**src/rtl/control_unit.sv**
```systemverilog
// Multicycle RISC-V control unit. A state register walks each instruction
// through fetch, decode and execute. The datapath controls are decoded from
// the current state, plus the mem_ready and branch_cond qualifiers.
// Write enables and illegal_instr are held low while reset is high.
module control_unit #(
  parameter int PRINT_STATE = 0
) (
  input  logic       clk,
  input  logic       reset,
  input  logic [6:0] opcode,
  input  logic [2:0] funct3,
  input  logic       funct7b5,
  input  logic       branch_cond,
  input  logic       mem_ready,
  output logic       pc_write,
  output logic       adr_src,
  output logic       mem_write,
  output logic       ir_write,
  output logic       reg_write,
  output logic [1:0] result_src,
  output logic [1:0] alu_src_a,
  output logic [1:0] alu_src_b,
  output logic [4:0] alu_control,
  output logic [2:0] imm_src,
  output logic       illegal_instr,
  output logic [3:0] state_dbg
);

  typedef enum logic [3:0] {
    S_FETCH = 4'd0, S_DECODE = 4'd1, S_MEMADR = 4'd2, S_MEMREAD = 4'd3,
    S_MEMWB = 4'd4, S_MEMWRITE = 4'd5, S_EXECR = 4'd6, S_EXECI = 4'd7,
    S_ALUWB = 4'd8, S_BRANCH = 4'd9, S_JAL = 4'd10, S_JALR = 4'd11
  } state_t;

  localparam logic [4:0] ALU_ADD = 5'b00000, ALU_SUB = 5'b00001, ALU_AND = 5'b00010,
                         ALU_RA  = 5'b00011, ALU_OR  = 5'b00100, ALU_XOR = 5'b00101,
                         ALU_LS  = 5'b00110, ALU_RS  = 5'b00111, ALU_EQ  = 5'b01001,
                         ALU_NEQ = 5'b01010, ALU_LT  = 5'b01011, ALU_LTS = 5'b01101,
                         ALU_GE  = 5'b01111, ALU_GES = 5'b10000;

  state_t r_state;

  logic w_is_load, w_is_store, w_is_r, w_is_i, w_is_lui, w_is_auipc;
  logic w_is_br, w_is_jal, w_is_jalr, w_br_bad;
  logic [4:0] w_arith_op, w_branch_op;
  logic w_pc_write, w_mem_write, w_ir_write, w_reg_write, w_illegal;

  assign w_is_load  = (opcode == 7'b0000011);
  assign w_is_store = (opcode == 7'b0100011);
  assign w_is_r     = (opcode == 7'b0110011);
  assign w_is_i     = (opcode == 7'b0010011);
  assign w_is_lui   = (opcode == 7'b0110111);
  assign w_is_auipc = (opcode == 7'b0010111);
  assign w_is_br    = (opcode == 7'b1100011);
  assign w_is_jal   = (opcode == 7'b1101111);
  assign w_is_jalr  = (opcode == 7'b1100111);
  // funct3 010/011 have no branch meaning
  assign w_br_bad   = (funct3 == 3'b010) || (funct3 == 3'b011);

  // State register: advance on the instruction class and memory handshake
  always_ff @(posedge clk) begin
    if (reset) begin
      r_state <= S_FETCH;
    end else begin
      case (r_state)
        S_FETCH:    if (mem_ready) r_state <= S_DECODE;
        S_DECODE: begin
          if (w_is_load || w_is_store)               r_state <= S_MEMADR;
          else if (w_is_r)                           r_state <= S_EXECR;
          else if (w_is_i || w_is_lui || w_is_auipc) r_state <= S_EXECI;
          else if (w_is_br)                          r_state <= S_BRANCH;
          else if (w_is_jal)                         r_state <= S_JAL;
          else if (w_is_jalr)                        r_state <= S_JALR;
          else                                       r_state <= S_FETCH;
        end
        S_MEMADR:   r_state <= w_is_load ? S_MEMREAD : S_MEMWRITE;
        S_MEMREAD:  if (mem_ready) r_state <= S_MEMWB;
        S_MEMWB:    r_state <= S_FETCH;
        S_MEMWRITE: if (mem_ready) r_state <= S_FETCH;
        S_EXECR:    r_state <= S_ALUWB;
        S_EXECI:    r_state <= S_ALUWB;
        S_ALUWB:    r_state <= S_FETCH;
        S_BRANCH:   r_state <= S_FETCH;
        S_JAL:      r_state <= S_ALUWB;
        S_JALR:     r_state <= S_JAL;
        default:    r_state <= S_FETCH;
      endcase
    end
  end

  // ALU operation for R-type and I-type arithmetic, and for branch compares
  always_comb begin
    w_arith_op = ALU_ADD;
    case (funct3)
      3'b000: w_arith_op = (r_state == S_EXECR && funct7b5) ? ALU_SUB : ALU_ADD;
      3'b001: w_arith_op = ALU_LS;
      3'b010: w_arith_op = ALU_LTS;
      3'b011: w_arith_op = ALU_LT;
      3'b100: w_arith_op = ALU_XOR;
      3'b101: w_arith_op = funct7b5 ? ALU_RA : ALU_RS;
      3'b110: w_arith_op = ALU_OR;
      default: w_arith_op = ALU_AND;
    endcase
    w_branch_op = ALU_ADD;
    case (funct3)
      3'b000: w_branch_op = ALU_EQ;
      3'b001: w_branch_op = ALU_NEQ;
      3'b100: w_branch_op = ALU_LTS;
      3'b101: w_branch_op = ALU_GES;
      3'b110: w_branch_op = ALU_LT;
      3'b111: w_branch_op = ALU_GE;
      default: w_branch_op = ALU_ADD;
    endcase
  end

  // Per-state datapath controls; anything not set for a state stays 0
  always_comb begin
    w_pc_write = 1'b0; w_mem_write = 1'b0; w_ir_write = 1'b0; w_reg_write = 1'b0;
    w_illegal = 1'b0; adr_src = 1'b0; result_src = 2'b00; alu_src_a = 2'b00;
    alu_src_b = 2'b00; alu_control = ALU_ADD;
    case (r_state)
      S_FETCH: begin
        alu_src_b = 2'b10; result_src = 2'b10;
        w_ir_write = mem_ready; w_pc_write = mem_ready;
      end
      S_DECODE: begin
        alu_src_a = 2'b01; alu_src_b = 2'b01;
        w_illegal = !(w_is_load || w_is_store || w_is_r || w_is_i || w_is_lui ||
                      w_is_auipc || w_is_br || w_is_jal || w_is_jalr);
      end
      S_MEMADR:   begin alu_src_a = 2'b10; alu_src_b = 2'b01; end
      S_MEMREAD:  adr_src = 1'b1;
      S_MEMWB:    begin result_src = 2'b01; w_reg_write = 1'b1; end
      S_MEMWRITE: begin adr_src = 1'b1; w_mem_write = 1'b1; end
      S_EXECR:    begin alu_src_a = 2'b10; alu_control = w_arith_op; end
      S_EXECI: begin
        alu_src_b   = 2'b01;
        alu_src_a   = w_is_lui ? 2'b11 : (w_is_auipc ? 2'b01 : 2'b10);
        alu_control = (w_is_lui || w_is_auipc) ? ALU_ADD : w_arith_op;
      end
      S_ALUWB:    w_reg_write = 1'b1;
      S_BRANCH: begin
        alu_src_a   = 2'b10;
        alu_control = w_branch_op;
        w_pc_write  = branch_cond && !w_br_bad;
        w_illegal   = w_br_bad;
      end
      S_JAL:      begin alu_src_a = 2'b01; alu_src_b = 2'b10; w_pc_write = 1'b1; end
      S_JALR:     begin alu_src_a = 2'b10; alu_src_b = 2'b01; end
      default:    w_illegal = 1'b0;
    endcase
  end

  // Immediate format follows the opcode directly
  always_comb begin
    imm_src = 3'b000;
    if (w_is_store)                   imm_src = 3'b001;
    else if (w_is_br)                 imm_src = 3'b010;
    else if (w_is_jal)                imm_src = 3'b011;
    else if (w_is_lui || w_is_auipc)  imm_src = 3'b100;
  end

  assign pc_write      = w_pc_write  & ~reset;
  assign mem_write     = w_mem_write & ~reset;
  assign ir_write      = w_ir_write  & ~reset;
  assign reg_write     = w_reg_write & ~reset;
  assign illegal_instr = w_illegal   & ~reset;
  assign state_dbg     = r_state;

`ifndef SYNTHESIS
  // Optional trace of state transitions by name
  always @(r_state) begin
    if (PRINT_STATE != 0) $display("control_unit state -> %s", r_state.name());
  end
`endif

endmodule

```
**config.mk**
```make
export PLATFORM = sky130hd
export DESIGN_NAME = control_unit
export DESIGN_NICKNAME = d
export VERILOG_FILES = /design/src/rtl/control_unit.sv
export SDC_FILE = /design/constraint.sdc
export NUM_CORES = 1
export LEC_CHECK = 0
export CAP_MARGIN = 10
export CORE_AREA = 2 2 47 49
export CTS_CLUSTER_SIZE = 20
export DETAILED_ROUTE_END_ITERATION = 8
export DIE_AREA = 0 0 49 51
export PLACE_DENSITY = 0.79
export SYNTH_ARGS = -nofsm -noshare
export SYNTH_HDL_FRONTEND = slang
export SYNTH_SLANG_ARGS = --single-unit
```
**constraint.sdc**
```tcl
create_clock -name clk -period 7.25 [get_ports clk]
set_input_delay 2.175 -clock clk [delete_from_list [all_inputs] [get_ports clk]]
set_output_delay 2.175 -clock clk [all_outputs]
set_load 0.01 [all_outputs]
```
==> out/qor.csv <==
metric,value,unit
status,finished clean,
synth_edf_count,0,
die_width,49,um
yosysWarnings,0,
track_usage,0.217,
post-route-util,0.596,
worstRegToRegCells,4,
setup_viol,0,
wire_per_inst,14.1,um
antenna_found_initial,0,
max_slew_margin,0.593,
hold_path.class,register to register,
pwr-share-seq,0.258,
vias,1080,
area_growth,46.3,%
synth_seq_cells,4,
grt_max_degree,20,
syn_avg_cell_area,6.77,um2
die_y,51,um
cts-hold-fix-buffers,0,
period_share,0.889,
postCtsSetupBuffers,0,
grt_setup_unrepaired,no,
gp_congestion,0.821,
critPathRequiredTime,5080,ps
power_switching,33.3,uW
grt_pass1_wl,4310,um
crit_end,alu_control[0],
synth_top_area_cell,dfxtp_1,
numCtsBuffers,3,
synth_area_leaders,"dfxtp_1 9.5%, nand2b_1 8.2%, a21oi_1 5.4%",
netlist_area,840,um2
vias_per_cell,5.93,
design_area,1230,um2
tritoncts,yes,
start_kind,input pin,
internal_power,63.7,uW
fin_ws,803,ps
r2r_end,state_dbg[0],
powerDensity,79.0,nW/um2
first_pass_iters,4,
clk_path_buf_depth,2,
overflow,0,
synthCells,124,
h-tree-depth,1,
hold_viol,0,
finalMaxSlewViolations,0,
num_rows,17,
clk_pin_slew_worst_paths,40,ps
cp-end-kind,output port,
drc_errors,0,
worst-slew-pin-transition,610,ps
io_pins,39,
power_frac_clock,0.295,
clock-sinks,4,
dp_hpwl,1870,um
synth_nets,139,
power_leakage,0.000430,uW
p_sw_frac,0.343,
critical_path_peak_fanout,7,
clock_latency,240,ps
maxCapViolCount,0,
ctsResizeCount,0,
antenna_cells,0,
synth-async-reset-ratio,0,
irDropWorstVdd,0.0655,mV
ant_nets,0,
port_buffers,38,
hold_path.startpoint,state_dbg[1],
tns,0,ps
drt_iter0_drc,35,
wl,2560,um
start_util,0.407,
num-nets-final,171,
grt_pass1_vias,981,
min_period,6450,ps
seq_area_frac_synth,0.0954,
synth_flop_cell,dfxtp_1,
rr_startpoint,state_dbg[1],
placed_area,1210,um2
ctsRootBufferMaster,clkbuf_4,
combPwrFrac,0.446,
nFillCells,214,
cp-startpoint,opcode[3],
ff2ff_setup_slack,5500,ps
whs,758,ps
skew,1.83,ps
max_freq,0.155,GHz
crit_arrival,4270,ps
layout-drive-gt1-share,0.0649,
largest_reg_flops,4,
pre_cts_ws,800,ps
die-area,2500,um2
core_area,2060,um2
critPathKind,input pin to output port,
ys_types,48,
synth_top_area_share,0.0954,
[Yosys cell counts (2+ instances only)]
cell / n
a211o_1: 2
a21oi_1: 9
a311oi_1: 2
a31oi_1: 2
a32oi_1: 2
a41oi_1: 2
and3_1: 2
buf_2: 5
clkbuf_1: 5
dfxtp_1: 4
inv_1: 7
nand2_1: 8
nand2b_1: 11
nand3_1: 4
nand3b_1: 2
nand4b_1: 3
nor2_1: 12
nor2b_1: 2
nor3_1: 7
o22ai_1: 4
o32ai_1: 2
[final cells by class]
type                            count  area [um2]  share of cell area
Clock buffer                        3        22.5              0.0183
Inverter                            7        26.3              0.0214
Multi-Input combinational cell    102         684               0.557
Sequential cell                     4        80.1              0.0652
Tap cell                           28        35.0              0.0285
Timing Repair Buffer               38         380               0.310
[critical path, stage by stage]
cell and delay [ps]:
clkdlybuf4s50_1 600, and4bb_4 300, a41o_4 310, nor3_1 220, a211o_1 130, clkdlybuf4s50_1 530
[per-stage QoR]
step | cells | total power [uW]
floorplan | 124 | 46.2
detailed placement | 179 | 68.2
global placement | 179 | 67.7
CTS | 182 | 97.0
global route | 182 | 103
finish | 182 | 97.1
[routing by layer]
layer / share of wire / track usage / wire (um) / vias to the layer above
li1: - / - / - / 538
met1: 0.44 / 0.244 / 1130 / 496
met2: 0.48 / 0.400 / 1230 / 40
met3: 0.064 / 0.0322 / 163 / 6
met4: 0.014 / 0.105 / 37 / 0
met5: 0 / 0 / 0 / -
[power groups by stage]
| stage | clock (uW) | sequential (uW) | combinational (uW) |
|---|---|---|---|
| after floorplan | 0 | 23.8 | 22.4 |
| after global placement | 0 | 25.3 | 42.4 |
| after detailed placement | 0 | 25.3 | 43.0 |
| after CTS | 28.7 | 25.0 | 43.3 |
| after global routing | 29.7 | 25.4 | 47.6 |
| final | 28.7 | 25.1 | 43.3 |
[layout by cell type (no fill, tap or decap), drive strengths merged, types with 2 or more instances in the layout]
cell type / netlist / routed
dfxtp: 4 / 4
and3: 2 / 2
nand2: 8 / 8
a21oi: 9 / 9
nand3b: 2 / 2
inv: 7 / 7
clkbuf: 6 / 3
o32ai: 2 / 2
o21ai: 3 / 3
a41oi: 2 / 2
a32oi: 2 / 2
a311oi: 2 / 2
clkdlybuf4s50: 0 / 38
nand3: 4 / 4
nor2: 12 / 12
o22ai: 4 / 4
a31oi: 2 / 2
nor3: 7 / 7
nor2b: 2 / 2
nand2b: 11 / 11
and4bb: 2 / 2
nand4b: 3 / 3
a211o: 2 / 2
[cell families after synthesis]
| group | count (synthesis) | synth area share |
|---|---|---|
| DFF | 4 | 0.0954 |
| xor gates and xnor gates | 2 | 0.0209 |
| muxes | 1 | 0.0134 |
| and+or+nand+nor | 62 | 0.438 |
| buffers and inverters | 18 | 0.0894 |
| AOI/OAI and AO/OA | 37 | 0.343 |
[worst min-delay path by stage]
stage                               to  slack (ps)  cells after the start
after floorplan           state_dbg[3]         690                      3
final                     state_dbg[3]         760                      2
after global routing      state_dbg[3]         800                      2
after detailed placement  state_dbg[3]         730                      2
after global placement    state_dbg[3]         720                      2
after CTS                 state_dbg[3]         740                      2
Power figures use the tool's default switching activity.
